### src/rtl/wb_stage_pipe.sv
// wb_stage_pipe: registered writeback stage.
// Selects the writeback source and registers data, destination and write
// strobe toward the register file. Stalls while a load's data is outstanding
// and pulses load_err_out if that load times out. The registered outputs also
// serve as the forwarding source for the execute stage.
// Optional feature macro: LOAD_EXT_EN (sub-word load extraction and extension).
module wb_stage_pipe #(
    parameter int unsigned XLEN         = 32,
    parameter int unsigned RF_ADDR_W    = 5,
    parameter int unsigned LOAD_TIMEOUT = 15
) (
    input  logic                 clk_in,
    input  logic                 reset_in,
    input  logic                 valid_in,
    input  logic                 flush_in,
    input  logic                 ALU_src_reg_in,
    input  logic [XLEN-1:0]      imm_reg_in,
    input  logic [XLEN-1:0]      rs2_reg_in,
    input  logic [2:0]           wb_mux_sel_reg_in,
    input  logic [XLEN-1:0]      ALU_result_in,
    input  logic [XLEN-1:0]      lu_output_in,
    input  logic                 lu_valid_in,
`ifdef LOAD_EXT_EN
    input  logic [1:0]           load_size_in,
    input  logic                 load_unsigned_in,
    input  logic [1:0]           addr_lsb_in,
`endif
    input  logic [XLEN-1:0]      iadder_out_reg_in,
    input  logic [XLEN-1:0]      csr_data_in,
    input  logic [XLEN-1:0]      pc_plus_4_reg_in,
    input  logic [RF_ADDR_W-1:0] rd_addr_in,
    input  logic                 rf_wr_en_in,
    output logic [XLEN-1:0]      alu_2nd_src_mux_out,
    output logic                 ready_out,
    output logic [XLEN-1:0]      wb_data_out,
    output logic [RF_ADDR_W-1:0] wb_rd_out,
    output logic                 wb_we_out,
    output logic                 load_err_out
);

    localparam int unsigned CNT_W = $clog2(LOAD_TIMEOUT + 1);

    typedef enum logic [2:0] {
        SRC_ALU    = 3'b000,
        SRC_LU     = 3'b001,
        SRC_IMM    = 3'b010,
        SRC_IADDER = 3'b011,
        SRC_CSR    = 3'b100,
        SRC_PC4    = 3'b101
    } wb_src_e;

    typedef enum logic {
        ST_IDLE,
        ST_WAIT_LD
    } state_e;

    state_e            state;
    logic [CNT_W-1:0]  cnt;
    logic [XLEN-1:0]   lu_data;
    logic [XLEN-1:0]   wb_sel_data;
    logic              load_stall;
    logic              wb_we_next;

    // ALU operand B select; never gated by stall or reset
    always_comb begin
        alu_2nd_src_mux_out = ALU_src_reg_in ? rs2_reg_in : imm_reg_in;
    end

`ifdef LOAD_EXT_EN
    logic [XLEN-1:0] lu_shifted;

    // Align the addressed byte/half to bit 0, then sign- or zero-extend
    always_comb begin
        lu_shifted = lu_output_in >> {addr_lsb_in, 3'b000};
        case (load_size_in)
            2'b00:   lu_data = {{(XLEN-8){~load_unsigned_in & lu_shifted[7]}},
                                lu_shifted[7:0]};
            2'b01:   lu_data = {{(XLEN-16){~load_unsigned_in & lu_shifted[15]}},
                                lu_shifted[15:0]};
            default: lu_data = lu_output_in;
        endcase
    end
`else
    assign lu_data = lu_output_in;
`endif

    // Writeback source mux; unused encodings fall back to the ALU result
    always_comb begin
        case (wb_src_e'(wb_mux_sel_reg_in))
            SRC_ALU:    wb_sel_data = ALU_result_in;
            SRC_LU:     wb_sel_data = lu_data;
            SRC_IMM:    wb_sel_data = imm_reg_in;
            SRC_IADDER: wb_sel_data = iadder_out_reg_in;
            SRC_CSR:    wb_sel_data = csr_data_in;
            SRC_PC4:    wb_sel_data = pc_plus_4_reg_in;
            default:    wb_sel_data = ALU_result_in;
        endcase
    end

    // Stall condition, write qualification and handshake toward upstream
    always_comb begin
        load_stall = valid_in & (wb_mux_sel_reg_in == SRC_LU) & ~lu_valid_in & ~flush_in;
        wb_we_next = rf_wr_en_in & (rd_addr_in != '0);
        ready_out  = ~reset_in & ~load_stall;
    end

    // Load-wait FSM with registered writeback and error outputs
    always_ff @(posedge clk_in) begin
        if (reset_in) begin
            state        <= ST_IDLE;
            cnt          <= '0;
            wb_data_out  <= '0;
            wb_rd_out    <= '0;
            wb_we_out    <= 1'b0;
            load_err_out <= 1'b0;
        end else begin
            wb_we_out    <= 1'b0;
            load_err_out <= 1'b0;
            case (state)
                ST_IDLE: begin
                    if (load_stall) begin
                        state <= ST_WAIT_LD;
                        cnt   <= CNT_W'(1);
                    end else if (valid_in & ~flush_in) begin
                        wb_data_out <= wb_sel_data;
                        wb_rd_out   <= rd_addr_in;
                        wb_we_out   <= wb_we_next;
                    end
                end
                ST_WAIT_LD: begin
                    // flush beats load data, which beats the timeout
                    if (flush_in) begin
                        state <= ST_IDLE;
                        cnt   <= '0;
                    end else if (lu_valid_in) begin
                        state       <= ST_IDLE;
                        cnt         <= '0;
                        wb_data_out <= wb_sel_data;
                        wb_rd_out   <= rd_addr_in;
                        wb_we_out   <= wb_we_next;
                    end else if (cnt == CNT_W'(LOAD_TIMEOUT)) begin
                        state        <= ST_IDLE;
                        cnt          <= '0;
                        load_err_out <= 1'b1;
                    end else begin
                        cnt <= cnt + CNT_W'(1);
                    end
                end
                default: begin
                    state <= ST_IDLE;
                    cnt   <= '0;
                end
            endcase
        end
    end

endmodule

### config.mk
export PLATFORM = sky130hd
export DESIGN_NAME = wb_stage_pipe
export DESIGN_NICKNAME = d
export VERILOG_FILES = /design/src/rtl/wb_stage_pipe.sv
export SDC_FILE = /design/constraint.sdc
export NUM_CORES = 1
export LEC_CHECK = 0
export CELL_PAD_IN_SITES_DETAIL_PLACEMENT = 1
export CELL_PAD_IN_SITES_GLOBAL_PLACEMENT = 1
export CORE_UTILIZATION = 23
export DETAILED_ROUTE_END_ITERATION = 6
export MAX_ROUTING_LAYER = met4
export PLACE_DENSITY = 0.83
export SLEW_MARGIN = 20
export SYNTH_ARGS = -nofsm -noshare
export SYNTH_HDL_FRONTEND = slang
export SYNTH_SLANG_ARGS = --single-unit
### constraint.sdc
create_clock -name clk_in -period 4.45 [get_ports clk_in]
set_input_delay 1.1125 -clock clk_in [delete_from_list [all_inputs] [get_ports clk_in]]
set_output_delay 1.1125 -clock clk_in [all_outputs]
set_load 0.05 [all_outputs]
==> results.cfg, run 1 <==
[cts]
cts_sinks = 44
post-cts-setup-buffers = 0
cts_tree = done
root_buffer = clkbuf_16
clk_latency_ns = 0.29
cts_hold_buf = 0
path_clk_slew_ns = 0.07
cts.path.max_buffers = 2
ctsResizeCount = 0
cts_buffers = 5
htreeDepth = 2

[timing]
finalSetupViolations = 0
fin_skew_ns = 0.00490
setup_tns_ns = 0
finalHoldViolations = 0
worst-slew-pin-transition_ns = 0.960
fin_ws_ns = 0.423
slew_violations = 0
slew_headroom_pct = 36.0
max_freq_mhz = 248
period_needed_ns = 4.03
rsz0062_at_grt = no
holdWs_ns = 0.474
fin_crit_sh_pct = 90.5

[layout]
synthToLayoutAreaGrowth_pct = 93.5
mostFrequentLayoutCell = clkdlybuf4s50_1
nFillCells = 1738
nets = 923
mostFrequentLayoutCells = clkdlybuf4s50_1, dfxtp_1, mux2_2, a22o_1, o21ai_0
drive_above_1_share_pct = 10.8
final_cells = 872
final_area_um2 = 6950
diodes = 0

[routing]
wl_um = 18900
final_antenna_net_count = 0
dr.first_iter.drc_count = 165
vias = 4659
dr.pass1.iters = 4
routed_via_density = 5.34
wl_per_cell_um = 21.7
drc = 0

[floorplanning]
die_h_um = 127
pin_count = 311
fp.dieW_um = 127
die_area_um2 = 16100
start_util_pct = 23.6
coreArea_um2 = 15200
rows = 45

[setup_path]
critPathArrivalTime_ns = 2.91
r2r-start = state
cp_max_fo = 5
crit_type = in -> out
critPathLaunchType = input port
cp-end-kind = output port
ff2ff_setup_slack_ns = 2.40
reg2reg_depth = 4
worstReg2RegEnd = wb_data_out[21]
worstPathRequired_ns = 3.34

[placed_design]
dpl_cell_area_um2 = 6800
pre_cts_ws_ns = 0.419
place.gp.congestion = 0.870
dp_cells = 864
portBuffers = 310
post-dp-hpwl_um = 14800

[logic_synthesis]
yosysWarningCount = 0
synth_fp_nets = 636
postSynthCellCount = 396
postSynthAreaPerCell_um2 = 9.07
synth-seq-cells = 44
synth.distinct_cells = 47
yosysSeqAreaShare_pct = 24.5
mappedNetlistArea_um2 = 3590

[global_route]
antenna_found_initial = 0
grt_max_degree = 60
grt-ovfl-total = 0
grt_usage_pct = 23.7
grt_pass1_vias = 5095
grt_pass1_wl_um = 28600

[run_status]
status = complete, no violations

[min_path]
min_to = wb_data_out[3]
worstHoldPathCells = 1
min_from = wb_data_out[3]
worstHoldPathType = reg -> reg

[power_and_ir_drop]
power.density_nw_per_um2 = 220
power_leakage_uw = 0.00248
peakVddDrop_uv = 124

[job]
drv_cap = 0
==> kinds of logic after synthesis <==
kind of cell	after synthesis	share of synthesized area [%]
AO/OA/AOI/OAI	168	34.4
adder cells (fa/ha/maj)	1	0.348
buffers and inverters	43	5.99
flip-flops	44	24.5
multiplexers	66	22.2
AND/OR/NAND/NOR	74	12.5
==> critical path: stages <==
cell and delay (ns):
clkdlybuf4s50_1 0.61, nor2_1 0.14, a31oi_1 0.20, clkdlybuf4s50_1 0.85
==> registers in the layout, indices dropped and copies added, names as in the netlist <==
register / count
wb_we_out: 1
cnt: 4
wb_data_out: 32
wb_rd_out: 5
state: 1
load_err_out: 1
==> synth_stat cells, drive strengths merged <==
cell     number  share of area, %
or3b          1              0.24
nor2         12               1.3
a32o          1              0.28
a22o         25               6.1
nand2        15               1.6
and3b         1              0.24
nor4b         1              0.66
a21oi        15               2.1
a32oi         3              0.73
inv           3              0.31
nor4          1              0.59
a211oi        1              0.21
o311a         1              0.28
or3           2              0.35
o21ai        42               5.9
mux2i        20               5.6
o2bb2ai      18               4.4
mux2         39                12
o32a         12               3.3
mux4          7               4.4
nand4         1              0.17
o32ai         7               1.7
o221ai        4              0.98
o22a          7               1.7
dfxtp        44                25
nor2b        16               2.8
nand3         2              0.28
nor3b         3              0.77
o21a          6               1.3
buf          27               4.3
nand4b        1              0.24
a21boi        1              0.31
ha            1              0.35
o21bai        1              0.21
nand2b       14               2.4
nor3          4              0.87
a221oi        3              0.73
a31oi         4              0.70
a22oi        17               3.6
clkbuf       13               1.4
==> per-layer routing <==
layer	GRT usage [%]	up-vias	wire length (um)
met5	-	-	0
met4	8.12	0	527
met3	4.52	35	1240
met2	43.8	228	9900
met1	25.2	2254	7230
li1	-	2142	-
==> report_power, final <==
part	switching (uW)	leakage (uW)	internal, uW
clock	167	0.0000701	224
combinational	351	0.00205	362
sequential	12.3	0.000359	415
total	530	0.00248	1000
==> how the worst max path moves through the flow <==
| stage | from | end | slack, ns | cells after the start |
|---|---|---|---|---|
| finish | lu_valid_in | ready_out | 0.42 | 4 |
| global route | lu_valid_in | ready_out | 0.39 | 4 |
| CTS | lu_valid_in | ready_out | 0.43 | 4 |
| detailed placement | lu_valid_in | ready_out | 0.42 | 4 |
| global placement | lu_valid_in | ready_out | 0.52 | 4 |
| floorplan | wb_mux_sel_reg_in[0] | ready_out | 0.87 | 4 |
==> per-stage QoR <==
step | utilization, % | power (uW)
6_report | 45.7 | 1530
5_1_grt | 45.7 | 1600
4_1_cts | 45.7 | 1550
3_5_place_dp | 44.7 | 1150
3_3_place_gp | 44.7 | 1130
2_1_floorplan | - | 787
==> cell type report <==
cell class,count,area (um2),area share [%]
clock buffer,7,143,2.05
clock inverter,1,7.51,0.108
inverter,3,11.3,0.162
multi-input combinational,309,2500,36.0
sequential,44,881,12.7
tap,188,235,3.38
timing repair buffer,320,3170,45.6
(Power assumes the default switching activity.)
==> inputs of run 2 (changes only) <==
SKIP_CTS_REPAIR_TIMING = 1   (was not set)
==> results of run 2 <==
No change in the layout: final DEF, timing and power equal those of run 1.
==> inputs of run 3 (changes only) <==
CTS_CLUSTER_SIZE = 20   (was not set)
GPL_ROUTABILITY_DRIVEN = 0   (was not set)
==> results of run 3 <==
No change in the layout: final DEF, timing and power equal those of run 1.
